--- config.mk ---
export PLATFORM = sky130hd
export DESIGN_NAME = spi_mult_master
export DESIGN_NICKNAME = d
export VERILOG_FILES = /design/src/rtl/spi_mult_master.sv
export SDC_FILE = /design/constraint.sdc
export NUM_CORES = 1
export LEC_CHECK = 0
export ABC_AREA = 0
export CAP_MARGIN = 20
export CELL_PAD_IN_SITES_DETAIL_PLACEMENT = 0
export CELL_PAD_IN_SITES_GLOBAL_PLACEMENT = 1
export CORE_ASPECT_RATIO = 1.1
export CORE_UTILIZATION = 38
export CTS_CLUSTER_DIAMETER = 60
export DETAILED_ROUTE_END_ITERATION = 10
export GPL_TIMING_DRIVEN = 0
export PLACE_DENSITY_LB_ADDON = 0.08
export SYNTH_ARGS = -nofsm -noshare
export SYNTH_HDL_FRONTEND = slang
export SYNTH_SLANG_ARGS = --single-unit
--- constraint.sdc ---
create_clock -name clk -period 3.2 [get_ports clk]
set_clock_uncertainty 0.15 [all_clocks]
set_input_delay 0.64 -clock clk [delete_from_list [all_inputs] [get_ports clk]]
set_output_delay 0.64 -clock clk [all_outputs]
set_load 0.1 [all_outputs]
--- src/rtl/spi_mult_master.sv ---
// spi_mult_master: host-side SPI initiator for the serial multiplier peripheral.
//
// A start handshake (accepted only while idle) captures two WIDTH-bit operands.
// The block raises cs, shifts {op_a, op_b} out on mosi MSB first, and keeps
// sclk running for MULT_WAIT full periods while the peripheral multiplies. It
// then clocks the 2*WIDTH-bit product back in on miso, MSB first. The product
// appears on result together with a one-cycle done pulse.
//
// Ports:
//   clk, reset        system clock; synchronous active-high reset
//   start, op_a, op_b request and operands (captured on accept)
//   busy, done        transfer in progress / one-cycle completion pulse
//   result            last received product, held until the next done
//   cs, sclk, mosi    SPI outputs (cs active high, sclk idles low)
//   miso              SPI input, sampled only while receiving
//   check_err         only with MULT_CHECK_EN: received product != op_a*op_b
//
// Optional feature macro: MULT_CHECK_EN
module spi_mult_master #(
  parameter int WIDTH     = 8,
  parameter int CLKDIV    = 2,
  parameter int MULT_WAIT = 10
) (
  input  logic               clk,
  input  logic               reset,
  input  logic               start,
  input  logic [WIDTH-1:0]   op_a,
  input  logic [WIDTH-1:0]   op_b,
  output logic               busy,
  output logic               done,
  output logic [2*WIDTH-1:0] result,
  output logic               cs,
  output logic               sclk,
  output logic               mosi,
  input  logic               miso
`ifdef MULT_CHECK_EN
  ,
  output logic               check_err
`endif
);
  localparam int PW = 2*WIDTH;
  localparam int TW = (CLKDIV > 1) ? $clog2(CLKDIV) : 1;
  localparam int BW = $clog2(PW) + 1;
  localparam int WW = (MULT_WAIT > 0) ? $clog2(2*MULT_WAIT + 1) : 1;

  typedef enum logic [2:0] {IDLE, SETUP, SEND, WAIT, RECV, HOLD} state_t;

  state_t        state_q, state_d;
  logic [TW-1:0] tick_cnt;
  logic          tick;
  logic [BW-1:0] bit_cnt;
  logic [WW-1:0] wait_cnt;
  logic [PW-1:0] tx_sr;
  logic [PW-1:0] rx_sr;
  logic          last_bit;
  logic          last_wait;
`ifdef MULT_CHECK_EN
  logic [PW-1:0] exp_q;
`endif

  // Each tick is one sclk half-period boundary.
  assign tick      = (state_q != IDLE) && (tick_cnt == TW'(CLKDIV-1));
  assign last_bit  = (bit_cnt == BW'(PW-1));
  assign last_wait = (wait_cnt == WW'(2*MULT_WAIT-1));

  // State register
  always_ff @(posedge clk) begin
    if (reset) state_q <= IDLE;
    else       state_q <= state_d;
  end

  // Next-state logic; bit phases end on the falling tick (sclk currently high).
  always_comb begin
    state_d = state_q;
    case (state_q)
      IDLE:    if (start) state_d = SETUP;
      SETUP:   if (tick) state_d = SEND;
      SEND:    if (tick && sclk && last_bit) state_d = (MULT_WAIT == 0) ? RECV : WAIT;
      WAIT:    if (tick && last_wait) state_d = RECV;
      RECV:    if (tick && sclk && last_bit) state_d = HOLD;
      HOLD:    if (tick) state_d = IDLE;
      default: state_d = IDLE;
    endcase
  end

  // Decoded outputs
  always_comb begin
    busy = (state_q != IDLE);
    cs   = (state_q == SETUP) || (state_q == SEND) ||
           (state_q == WAIT)  || (state_q == RECV);
  end

  // Tick divider, serial clock, shift registers and result
  always_ff @(posedge clk) begin
    if (reset) begin
      tick_cnt  <= '0;
      bit_cnt   <= '0;
      wait_cnt  <= '0;
      sclk      <= 1'b0;
      mosi      <= 1'b0;
      done      <= 1'b0;
      result    <= '0;
`ifdef MULT_CHECK_EN
      check_err <= 1'b0;
`endif
    end else begin
      done <= 1'b0;
      if (state_q == IDLE || tick) tick_cnt <= '0;
      else                         tick_cnt <= tick_cnt + TW'(1);

      case (state_q)
        IDLE: begin
          if (start) begin
            tx_sr   <= {op_a, op_b};
            mosi    <= op_a[WIDTH-1];
            bit_cnt <= '0;
            sclk    <= 1'b0;
`ifdef MULT_CHECK_EN
            exp_q   <= op_a * op_b;
`endif
          end
        end
        SEND: begin
          if (tick) begin
            if (!sclk) begin
              sclk <= 1'b1;
            end else begin
              sclk <= 1'b0;
              if (last_bit) begin
                mosi     <= 1'b0;
                bit_cnt  <= '0;
                wait_cnt <= '0;
              end else begin
                tx_sr   <= tx_sr << 1;
                mosi    <= tx_sr[PW-2];
                bit_cnt <= bit_cnt + BW'(1);
              end
            end
          end
        end
        WAIT: begin
          if (tick) begin
            sclk     <= ~sclk;
            wait_cnt <= wait_cnt + WW'(1);
          end
        end
        RECV: begin
          if (tick) begin
            if (!sclk) begin
              sclk  <= 1'b1;
              rx_sr <= {rx_sr[PW-2:0], miso};
            end else begin
              sclk    <= 1'b0;
              bit_cnt <= last_bit ? '0 : bit_cnt + BW'(1);
            end
          end
        end
        HOLD: begin
          if (tick) begin
            result    <= rx_sr;
            done      <= 1'b1;
`ifdef MULT_CHECK_EN
            check_err <= (rx_sr != exp_q);
`endif
          end
        end
        default: ;
      endcase
    end
  end

endmodule

==> flow_summary.toml, run 1 <==
[drt]
drt_first_pass_iters = 4
num_vias = 1881
wire_per_inst_um = 13.70
viasPerCell = 5.056
routed_wl_um = 5096
dr.first_iter.drc_count = 61
ant_nets = 0
drc_errors = 0

[power_and_ir_drop]
max-vdd-ir-drop_mv = 0.2682
p_per_area_nw_per_um2 = 536.1
switchingPower_mw = 0.4384
p_leak_nw = 1.100
clkPwrFrac = 0.417
p_int_mw = 1.372
power_frac_comb = 0.097
p_seq_frac = 0.486
p_sw_frac = 0.2422

[die]
rows = 31
die_y_um = 89.11
core_sq_um = 6633
initial_core_util = 0.3952
io_pins = 41
dieWidth_um = 81.19
die-area_sq_um = 7235

[sta]
worstMarginPinSlew_ns = 0.9757
hold_viol = 0
fmax_ghz = 0.3309
fin_crit_sh = 0.9443
rsz0062_at_grt = "no"
drv_slew = 0
fin_crit_ns = 3.022
setup_violations = 0
max-slew-margin-rel = 0.3475
timing.final.ws_setup_ns = 0.1783

[final_layout]
area_delta_synth_final_pct = 28.83
final_nets = 307
instances_no_fill = 372
diodes = 0
final_area_sq_um = 3377
utilization = 0.5091
layout-drive-gt1-share = 0.1655

[logic_synthesis]
synth-seq-cells = 64
syn_area_sq_um = 2621
syn_inst = 232
synthesis.nets = 254
ys_seq_area_frac = 0.6072
async_flop_share = 0
syn_avg_cell_area_sq_um = 11.30
synth_edf_count = 31
synth_warnings = 0
synthDistinctLibCells = 40
synth_ff_type = "dfxtp_1"

[cts]
cts.repair.resized = 1
cts-hold-fix-buffers = 0
postCtsSetupRepairBufs = 0
clkLatencyLatePin_ns = 0.33
htree_levels = 3
cts.sinks = 64
ctsLongestPathBuffers = 2
path_clk_slew_ns = 0.07
numCtsBuffers = 9
root_buffer = "clkbuf_8"
cts_tree = "built"

[flow_run]
drv_cap = 0

[placement]
dp.cells = 355
place_ws_ns = 0.2236
placed_cell_area_sq_um = 3143
numPortBuffers = 40
dpl.hpwl_um = 3451
gp_congestion = 0.7785

[global_route]
grt_max_degree = 16
grt_pass1_wl_um = 8383
first_global_vias = 1669
overflow = 0
grt_usage = 0.1614
antenna_found_initial = 0

[setup_path]
critPathBufInv = 3
crit_path_max_incr_delay_ns = 1.14
cp_top_family = "buffers and inverters"
cp_cell_sequence = "buf_6 > inv_1 > nand3_1 > clkdlybuf4s50_1"
worstPathMaxFanout = 10
critPathLaunchType = "flop"
worstSetupPathType = "flop to output pin"
cp.required_ns = 2.41
cp.arrival_ns = 2.23
end_kind = "output pin"
crit_slowest_cell = "clkdlybuf4s50_1"

[status]
status = "finished clean"

[worst_hold_path]
min-delay-path-class = "flop to flop"
-- synthesized netlist by cell type, types with 3 or more instances --
master | n | area share
o21ai_0 | 11 | 0.021
buf_2 | 3 | 0.0057
buf_6 | 4 | 0.017
a21oi_1 | 24 | 0.046
nor3b_1 | 4 | 0.011
and4b_1 | 3 | 0.011
nor2_1 | 4 | 0.0057
nand3_1 | 8 | 0.015
clkbuf_1 | 3 | 0.0043
nor3_1 | 3 | 0.0057
nand2_1 | 42 | 0.060
inv_1 | 7 | 0.010
dfxtp_1 | 33 | 0.25
mux2_2 | 14 | 0.060
nand2b_1 | 3 | 0.0072
or3_1 | 4 | 0.0095
edfxtp_1 | 31 | 0.36
-- layer usage --
metal / routed length (um) / global-route usage
met1: 2453 / 0.2204
met2: 2381 / 0.2292
met3: 187 / 0.04388
met4: 74 / 0.09253
met5: 0 / 0
-- area by class of cell --
| type | instances | area, sq um |
|---|---|---|
| Sequential cell | 64 | 1592 |
| Timing Repair Buffer | 42 | 417.9 |
| Tap cell | 82 | 102.6 |
| Multi-Input combinational cell | 150 | 935.9 |
| Buffer | 11 | 78.83 |
| Clock inverter | 5 | 61.31 |
| Clock buffer | 11 | 162.7 |
| Fill cell | 598 | 3256 |
| Inverter | 7 | 26.28 |
-- worst reg2reg max path, cell delays in order, from the launching register on --
cell and delay [ns]:
dfxtp_1 0.30, buf_2 0.16, buf_2 0.20, nor4_2 0.79
buf_4 0.32
-- layout by cell type, fill, tap and decap left out, types with 2 or more instances in the layout --
| cell type | instances |
|---|---|
| clkbuf_1 | 3 |
| ha_1 | 2 |
| and4b_1 | 3 |
| or3_1 | 4 |
| nor4bb_1 | 2 |
| nor3b_1 | 3 |
| nand3_1 | 8 |
| clkbuf_8 | 10 |
| nor2b_1 | 2 |
| clkdlybuf4s50_1 | 39 |
| buf_4 | 2 |
| o21a_1 | 2 |
| edfxtp_1 | 31 |
| nor3_1 | 3 |
| mux2_2 | 14 |
| clkinvlp_4 | 3 |
| buf_6 | 5 |
| nor2_1 | 4 |
| a21oi_1 | 24 |
| inv_1 | 7 |
| nand2b_1 | 3 |
| and2_1 | 2 |
| o22ai_1 | 2 |
| nand2_1 | 42 |
| dfxtp_1 | 33 |
| o21ai_0 | 11 |
| buf_2 | 3 |
| a2111oi_0 | 2 |
-- registers in the layout, summed over array words and instances (netlist names) --
register	flops
result	16
rx_sr	16
tx_sr	15
bit_cnt	5
wait_cnt	5
state_q	3
done	1
mosi	1
sclk	1
tick_cnt	1
-- kinds of logic (layout without fill, tap and decap cells) --
group,Yosys count,count (layout),share of synthesized area
flip-flops,64,64,0.6072
adder cells (fa/ha/maj),2,2,0.009545
AO/OA/AOI/OAI,50,50,0.1122
buffers and inverters,18,76,0.04010
AND/OR/NAND/NOR,83,83,0.1675
multiplexers,14,14,0.06014
XOR/XNOR,1,1,0.003342
-- metrics by stage --
| stage | setup TNS (ns) | hold slack, ns | total power, mW |
|---|---|---|---|
| after floorplan | 0 | 0.2576 | 1.016 |
| after global placement | -16.24 | 0.2659 | 1.073 |
| after detailed placement | 0 | 0.2751 | 1.074 |
| after CTS | 0 | 0.2846 | 1.832 |
| after global routing | 0 | 0.3153 | 1.898 |
| final | 0 | 0.2814 | 1.810 |
-- power groups by stage --
stage / Sequential [mW] / Clock, mW / Combinational, mW
after detailed placement: 0.899 / 0 / 0.175
after CTS: 0.880 / 0.778 / 0.174
final: 0.880 / 0.755 / 0.175
after global placement: 0.899 / 0 / 0.175
after floorplan: 0.908 / 0 / 0.108
after global routing: 0.882 / 0.828 / 0.188
-- worst paths after layout --
kind / startpoint / to / slack (ns) / depth (start not counted)
worst max register to register: state_q[0] / rx_sr[0] / 1.00 / 4
worst min-delay path: bit_cnt[4] / bit_cnt[4] / 0.28 / 2
worst min register to register: bit_cnt[4] / bit_cnt[4] / 0.28 / 2
worst max-delay path: state_q[1] / busy / 0.18 / 4
No activity file was read; power rests on OpenSTA's default activity.
==> inputs of run 2 (changes only) <==
--- a/config.mk
+++ b/config.mk
@@ -9,11 +9,10 @@
 export CAP_MARGIN = 20
 export CELL_PAD_IN_SITES_DETAIL_PLACEMENT = 0
 export CELL_PAD_IN_SITES_GLOBAL_PLACEMENT = 1
-export CORE_ASPECT_RATIO = 1.1
+export CORE_ASPECT_RATIO = 2
 export CORE_UTILIZATION = 38
 export CTS_CLUSTER_DIAMETER = 60
 export DETAILED_ROUTE_END_ITERATION = 10
-export GPL_TIMING_DRIVEN = 0
 export PLACE_DENSITY_LB_ADDON = 0.08
 export SYNTH_ARGS = -nofsm -noshare
 export SYNTH_HDL_FRONTEND = slang
==> run 2 against run 1 <==
Compared with the run above: sequential share of layout area is 0.21 points higher; core utilization fell by 0.14 points; register-to-register slack gained 0.13 ns; via count fell by 0.53%; largest cell class unchanged; sequential cell count did not move; critical endpoint is now cs; critical path depth did not move; power rose by 14%.
==> flow_summary.toml, run 2 (same netlist as run 1, synthesis figures left out) <==
[status]
status = "finished clean"

[placement]
numPortBuffers = 40
dpl.hpwl_um = 3648
gp_congestion = 0.6914

[cts]
path_clk_slew_ns = 0.05
numCtsBuffers = 9
cts_tree = "built"
cts.repair.resized = 0
clkLatencyLatePin_ns = 0.33
ctsLongestPathBuffers = 2
postCtsSetupRepairBufs = 0
root_buffer = "clkbuf_16"
cts.sinks = 64
htree_levels = 3
cts-hold-fix-buffers = 0

[setup_path]
worstPathMaxFanout = 16
critPathLaunchType = "flop"
cp_cell_sequence = "inv_1 > nand3_1 > and2_1 > buf_4"
cp.arrival_ns = 1.74
r2r_setup_slack_ns = 1.13
worstReg2RegEnd = "tx_sr[9]"
startpoint = "state_q[0]"
end_kind = "output pin"
r2r-start = "state_q[1]"
worstRegToRegCells = 5
cp.required_ns = 2.41
crit_slowest_cell = "dfxtp_1"
cp-endpoint = "cs"
worstSetupPathType = "flop to output pin"
crit_path_max_incr_delay_ns = 0.69

[power_and_ir_drop]
p_leak_nw = 1.162
power_frac_comb = 0.072
switchingPower_mw = 0.4544
power_mw = 2.068
p_int_mw = 1.614
max-vdd-ir-drop_mv = 0.4436
p_sw_frac = 0.2197
p_per_area_nw_per_um2 = 615.2
p_seq_frac = 0.433
clkPwrFrac = 0.494

[global_route]
grt_max_degree = 19
grt_usage = 0.1705
first_global_vias = 1817
grt_pass1_wl_um = 8804
overflow = 0
antenna_found_initial = 0

[drt]
num_vias = 1871
dr.first_iter.drc_count = 54
wire_per_inst_um = 14.16
drt_first_pass_iters = 4
drc_errors = 0
routed_wl_um = 5239
viasPerCell = 5.057
ant_nets = 0

[sta]
rsz0062_at_grt = "no"
setup_violations = 0
setup-tns-final_ns = 0
fin_crit_ns = 2.530
fin_crit_sh = 0.7905
max-slew-margin-rel = 0.5369
worstMarginPinSlew_ns = 0.6924
drv_slew = 0
hold_viol = 0
fmax_ghz = 0.3953

[die]
io_pins = 41
initial_core_util = 0.3959
dieWidth_um = 60.73
rows = 42
die-area_sq_um = 7255
die_y_um = 119.5
core_sq_um = 6621

[worst_hold_path]
min-delay-path-class = "flop to flop"

[final_layout]
layout-drive-gt1-share = 0.2234
top_regs = "result x16, rx_sr x16, tx_sr x15"
final_nets = 299
mostFrequentLayoutCell = "nand2_1"
utilization = 0.5077
mostFrequentLayoutCells = "nand2_1 (42), dfxtp_1 (33), edfxtp_1 (31)"
area_delta_synth_final_pct = 28.26
diodes = 0

[flow_run]
drv_cap = 0
==> run 2: changes by cell type in the layout (fill, tap and decap cells not counted), sizes merged <==
cell,before,now
inv,8,7
clkdlybuf4s50,39,19
dlygate4sd2,1,0
clkinv,0,4
bufinv,1,2
clkinvlp,3,0
clkbuf,14,10
buf,10,26
==> run 2: stage by stage <==
stage | instances | hold WS (ns) | worst slack, ns | instance area [sq um]
detailed placement | 354 | 0.2692 | 0.6380 | 3049
global placement | 354 | 0.2676 | 0.6543 | 3049
global route | 370 | 0.3006 | 0.5834 | 3362
CTS | 370 | 0.2764 | 0.6688 | 3362
finish | 370 | 0.2769 | 0.6704 | 3362
floorplan | 232 | 0.2576 | 0.02411 | 2626
==> run 2: critical path, delay by kind of cell, from the launching register on <==
kind | cells | cell delay [ns]
buffers and inverters | 2 | 0.42
flip-flops | 1 | 0.69
AND/OR/NAND/NOR | 2 | 0.30
==> run 2: area by class of cell <==
cell class	count	area, sq um
multi-input combinational	150	935.9
fill	663	3259
sequential	64	1592
tap	88	110.1
clock inverter	6	83.83
clock buffer	10	229.0
inverter	7	26.28
timing repair buffer	45	385.4
==> run 2: worst min-delay path by stage <==
stage / slack, ns / cells after the start / from / to
floorplan: 0.26 / 2 / bit_cnt[4] / bit_cnt[4]
global placement: 0.27 / 2 / bit_cnt[4] / bit_cnt[4]
detailed placement: 0.27 / 2 / bit_cnt[4] / bit_cnt[4]
CTS: 0.28 / 2 / bit_cnt[4] / bit_cnt[4]
global route: 0.30 / 2 / bit_cnt[4] / bit_cnt[4]
finish: 0.28 / 2 / bit_cnt[4] / bit_cnt[4]
==> run 2: per-layer routing <==
metal / vias up / part of all wire / GRT usage
met5: - / 0 / 0
met4: 0 / 0.034 / 0.1065
met3: 14 / 0.028 / 0.04560
met2: 33 / 0.56 / 0.2782
met1: 895 / 0.38 / 0.1869
li1: 929 / - / -
==> run 2: power groups by stage <==
stage               Clock [mW]  Combinational, mW  Sequential (mW)
CTS                       1.05              0.152            0.896
global route              1.08              0.160            0.899
floorplan                    0              0.108            0.908
finish                    1.02              0.149            0.897
detailed placement           0              0.151            0.913
global placement             0              0.151            0.913
==> inputs of run 3 (changes only) <==
--- a/config.mk
+++ b/config.mk
@@ -10,7 +10,7 @@
 export CELL_PAD_IN_SITES_DETAIL_PLACEMENT = 0
 export CELL_PAD_IN_SITES_GLOBAL_PLACEMENT = 1
 export CORE_ASPECT_RATIO = 2
-export CORE_UTILIZATION = 38
+export CORE_UTILIZATION = 42
 export CTS_CLUSTER_DIAMETER = 60
 export DETAILED_ROUTE_END_ITERATION = 10
 export PLACE_DENSITY_LB_ADDON = 0.08
==> constraint.sdc (replaced) <==
create_clock -name clk -period 2.6 [get_ports clk]
set_clock_uncertainty 0.15 [all_clocks]
set_input_delay 0.52 -clock clk [delete_from_list [all_inputs] [get_ports clk]]
set_output_delay 0.52 -clock clk [all_outputs]
set_load 0.1 [all_outputs]
==> run 3 against run 2 <==
Compared with the run above: the run now ends with design-rule violations left; core utilization increased by 6.1 points; via count down 2.1%; die area shrank 9.3%; global-route usage grew 1.1 points; first-iteration DRC count rose by 41%; largest cell class unchanged.
==> flow_summary.toml, run 3 (same netlist as run 1, synthesis figures left out) <==
[sta]
fin_crit_sh = 0.9037
fmax_ghz = 0.4256
drv_slew = 0
setup-tns-final_ns = 0
worstMarginPinSlew_ns = 0.6715
rsz0062_at_grt = "no"
fin_crit_ns = 2.350
whs_ns = 0.2762
hold_viol = 0
max-slew-margin-rel = 0.5511
setup_violations = 0
timing.final.ws_setup_ns = 0.2503

[final_layout]
diodes = 0
multi_input_area_sq_um = 942.2
area_delta_synth_final_pct = 30.41
top_regs = "result x16, rx_sr x16, tx_sr x15"
mostFrequentLayoutCells = "nand2_1 (42), dfxtp_1 (32), edfxtp_1 (31)"
mostFrequentLayoutCell = "nand2_1"
final_area_sq_um = 3418
layout-drive-gt1-share = 0.2386
utilization = 0.5692
instances_no_fill = 348
final_nets = 302
fill_cells = 536
seqCellArea_sq_um = 1593

[drt]
ant_nets = 0
drt_first_pass_iters = 7
wire_per_inst_um = 14.74
dr.first_iter.drc_count = 76
num_vias = 1832
routed_wl_um = 5129
viasPerCell = 5.264
drc_errors = 2

[setup_path]
cp_cell_sequence = "inv_1 > nand3_2 > and2_2 > buf_12"
cp.required_ns = 1.93
crit_path_max_incr_delay_ns = 0.66
r2r-start = "state_q[1]"
crit_slowest_cell = "dfxtp_1"
critPathLaunchType = "flop"
startpoint = "state_q[2]"
end_kind = "output pin"
r2r_setup_slack_ns = 0.61
cp.arrival_ns = 1.68
worstSetupPathType = "flop to output pin"
worstPathMaxFanout = 13

[flow_run]
drv_cap = 0

[cts]
cts-hold-fix-buffers = 0
cts_tree = "built"
htree_levels = 3
clkLatencyLatePin_ns = 0.33
cts.sinks = 64
path_clk_slew_ns = 0.05
root_buffer = "clkbuf_16"
postCtsSetupRepairBufs = 0
numCtsBuffers = 9
cts.repair.resized = 0
ctsLongestPathBuffers = 2

[power_and_ir_drop]
p_leak_nw = 1.203
power_mw = 2.697
p_per_area_nw_per_um2 = 788.9
max-vdd-ir-drop_mv = 0.5756

[die]
die_y_um = 113.7
dieWidth_um = 57.86
die-area_sq_um = 6580
initial_core_util = 0.4365
core_sq_um = 6006
io_pins = 41
rows = 40

[placement]
dpl.hpwl_um = 3699
dp.cells = 332
place_ws_ns = 0.3530
placed_cell_area_sq_um = 3073
gp_congestion = 0.7436
numPortBuffers = 40

[global_route]
overflow = 0
grt_usage = 0.1818
grt_pass1_wl_um = 8756
grt_max_degree = 18
antenna_found_initial = 0
first_global_vias = 1828

[status]
status = "finished with violations"
violations = "design-rule violations"

[worst_hold_path]
min-delay-path-class = "flop to flop"
worstHoldStart = "bit_cnt[4]"
run 3: report_power, final:
| group | total [mW] | switching (mW) | internal, mW |
|---|---|---|---|
| registers | 1.10 | 0.0215 | 1.08 |
| logic | 0.212 | 0.119 | 0.0932 |
| clock network | 1.38 | 0.422 | 0.962 |
| total | 2.70 | 0.563 | 2.13 |
run 3: layout make-up:
type / instances / share of cell area
clock buffers: 11 / 0.07101
inverters: 7 / 0.007687
repair buffers: 48 / 0.1266
multi-input cells: 150 / 0.2756
clock inverters: 5 / 0.03001
flip-flops and latches: 64 / 0.4660
well taps: 63 / 0.02306
run 3: routing by layer:
metal	global-route usage	vias up	routed length (um)	share of wire
li1	-	932	-	-
met4	0.1286	0	182	0.035
met3	0.03515	12	129	0.025
met5	0	-	0	0
met2	0.3034	31	2807	0.55
met1	0.2010	857	2009	0.39
run 3: path summary, 6_finish.rpt:
kind | endpoint | cells past startpoint
max | cs | 4
min reg2reg | bit_cnt[4] | 2
min | bit_cnt[4] | 2
max reg2reg | tx_sr[8] | 4
run 3: worst max-delay path: cells and delay by family (launching register included):
kind                   cells  cell delay, ns
buffers and inverters      2            0.35
DFF                        1            0.66
and+or+nand+nor            2            0.33
==> RTL edit: new RTL, settings of run 1 <==
Encoding of `state_t`: now Gray code (3 bits for 6 states).
--- a/src/rtl/spi_mult_master.sv
+++ b/src/rtl/spi_mult_master.sv
@@ -43,7 +43,7 @@
   localparam int BW = $clog2(PW) + 1;
   localparam int WW = (MULT_WAIT > 0) ? $clog2(2*MULT_WAIT + 1) : 1;
 
-  typedef enum logic [2:0] {IDLE, SETUP, SEND, WAIT, RECV, HOLD} state_t;
+  typedef enum logic [2:0] {IDLE = 3'b000, SETUP = 3'b001, SEND = 3'b011, WAIT = 3'b010, RECV = 3'b110, HOLD = 3'b111} state_t;
 
   state_t        state_q, state_d;
   logic [TW-1:0] tick_cnt;
Check against the original RTL: same outputs for any inputs over 10 cycles, from zero or initial values and one cycle with reset high; not proved beyond that.
==> RTL edit against run 1 <==
- power fell by 2.4%
- clock power barely moved
- count of clock-buffer cells in the layout fell by 1
- combinational power fell by 22%
- sequential cell count did not move
- routed wire length rose by 3.8%
- sequential power fell by 0.9%
- area after synthesis fell by 1.5%
- first-iteration DRC count rose by 23%
- setup slack improved by 52 ps
- final area fell by 1.2%
==> RTL edit: results (changes against run 1) <==
{
  "run_status": {
    "status": "completed"
  },
  "detailed_routing": {
    "detail_route.wl_per_cell": {"value": 14.2, "unit": "µm", "change": "+3.5%"},
    "number_of_vias_per_cell_after_detailed_routing": {"value": 5.10, "change": "+0.95%"},
    "drt_pre_antenna_iters": {"value": 4, "change": "unchanged"},
    "drt.antenna.violating_nets": {"value": 0, "change": "unchanged"},
    "drt_iter0_drc": {"value": 75, "change": "+23%"}
  },
  "synth": {
    "synth_cell_type_count": {"value": 41, "change": "+2.5%"},
    "ys_seq_area_share": {"value": 61.6, "unit": "%", "change": "+0.91 points"},
    "ys_top_cells_by_area": "sky130_fd_sc_hd__edfxtp_1 (36%), sky130_fd_sc_hd__dfxtp_1 (26%), sky130_fd_sc_hd__mux2_2 (6.1%)",
    "async_reset_ff_share": {"value": 0, "unit": "%", "change": "unchanged"},
    "synth_enable_flop_cells": {"value": 31, "change": "unchanged"},
    "synthTopCellsByCount": "sky130_fd_sc_hd__nand2_1 (40), sky130_fd_sc_hd__dfxtp_1 (33), sky130_fd_sc_hd__edfxtp_1 (31), sky130_fd_sc_hd__a21oi_1 (28), sky130_fd_sc_hd__mux2_2 (14)",
    "synth.yosys.warnings": {"value": 0, "change": "unchanged"},
    "synthesis.nets": {"value": 256, "change": "+0.79%"}
  },
  "placement": {
    "buffer_ports.inserted": {"value": 39, "change": "-2.5%"},
    "placedInstanceArea": {"value": 3120, "unit": "µm²", "change": "-0.80%"},
    "routabilityCongestion": {"value": 0.725, "change": "-6.9%"},
    "dpl_worst_slack": {"value": 24.8, "unit": "ps", "change": "-199 ps"},
    "detailedPlacementHpwl": {"value": 3560, "unit": "µm", "change": "+3.3%"}
  },
  "power": {
    "power.static_leakage": {"value": 0.00109, "unit": "µW", "change": "-1.1%"},
    "ir_drop": {"value": 254, "unit": "µV", "change": "-5.2%"}
  },
  "timing": {
    "relative_max_transition_margin": {"value": 34.1, "unit": "%", "change": "-0.64 points"}
  },
  "final_layout": {
    "nNetsFinal": {"value": 308, "change": "+0.33%"},
    "fin_area": {"value": 3340, "unit": "µm²", "change": "-1.2%"},
    "drive_above_1_share": {"value": 15.8, "unit": "%", "change": "-0.74 points"},
    "num-fill-cells": {"value": 631, "change": "+5.5%"}
  },
  "global_route": {
    "first_global_vias": {"value": 1844, "change": "+10%"},
    "globalRouteTotalUtil": {"value": 17.0, "unit": "%", "change": "+0.85 points"},
    "grt_pass1_wl": {"value": 8920, "unit": "µm", "change": "+6.4%"},
    "grt_max_degree": {"value": 16, "change": "unchanged"}
  },
  "clock_network": {
    "cts.clk_slew.worst_paths_ps": 80
  },
  "critical_path": {
    "critical_path_arrival": {"value": 2180, "unit": "ps", "change": "-50 ps"}
  },
  "die": {
    "core-area": {"value": 6590, "unit": "µm²", "change": "-0.58%"}
  }
}
==> RTL edit: worst paths after layout <==
kind | startpoint | end | slack [ps] | depth (start not counted)
worst max-delay path | state_q[1] | cs | 230 | 5
worst min-delay path | rx_sr[6] | rx_sr[7] | 300 | 0
worst min register to register | rx_sr[6] | rx_sr[7] | 300 | 0
worst max register to register | state_q[2] | tx_sr[2] | 690 | 5
==> RTL edit: where the power goes <==
part	switching [µW]	internal, µW	leakage (µW)
registers	3.68	868	0.000549
logic	82.0	54.8	0.000426
clock network	341	417	0.000114
==> RTL edit: cell families (layout without fill, tap and decap cells) <==
| group | Yosys count | after routing | synth area share [%] |
|---|---|---|---|
| adder cells (fa/ha/maj) | 2 | 2 | 0.969 |
| AND/OR/NAND/NOR | 86 | 86 | 16.8 |
| XOR/XNOR | 1 | 1 | 0.630 |
| flip-flops | 64 | 64 | 61.6 |
| AO/OA/AOI/OAI | 49 | 49 | 11.1 |
| buffers and inverters | 18 | 75 | 2.76 |
| multiplexers | 14 | 14 | 6.10 |
==> RTL edit: area by class of cell <==
type	instances	area share, %
repair buffers	41	12.3
clock buffers	10	4.46
clock inverters	6	2.21
plain buffers	14	1.69
inverters	4	0.450
well taps	82	3.07
multi-input cells	152	28.2
flip-flops and latches	64	47.7
==> RTL edit: routing by layer <==
layer / up-vias / GRT usage, % / wire length (µm)
met4: 0 / 8.12 / 93
met1: 917 / 22.7 / 2640
met3: 7 / 4.74 / 163
met5: - / 0 / 0
li1: 948 / - / -
met2: 32 / 25.4 / 2400
==> RTL edit: stage by stage <==
step / hold WS, ps / std cells / power, µW
2_1_floorplan: 276 / 234 / 981
3_3_place_gp: 283 / 355 / 1030
3_5_place_dp: 284 / 357 / 1030
4_1_cts: 303 / 373 / 1790
5_1_grt: 310 / 373 / 1830
6_report: 302 / 373 / 1770
==> RTL edit: critical path, cell delays in order (launching register included) <==
cell and delay (ps):
sky130_fd_sc_hd__dfxtp_1 310, sky130_fd_sc_hd__clkbuf_1 280, sky130_fd_sc_hd__clkbuf_1 360, sky130_fd_sc_hd__inv_1 170
sky130_fd_sc_hd__o21bai_1 160, sky130_fd_sc_hd__clkdlybuf4s15_2 570
==> RTL edit: repair_timing <==
| item | 4_1_cts | 5_1_grt |
|---|---|---|
| hold buffers | 0 | 0 |
| gates cloned | 0 | 0 |
| gates resized for setup | 4 | 2 |
| endpoints found under the setup margin | 2 | 1 |
| hold endpoints to repair | 0 | 0 |
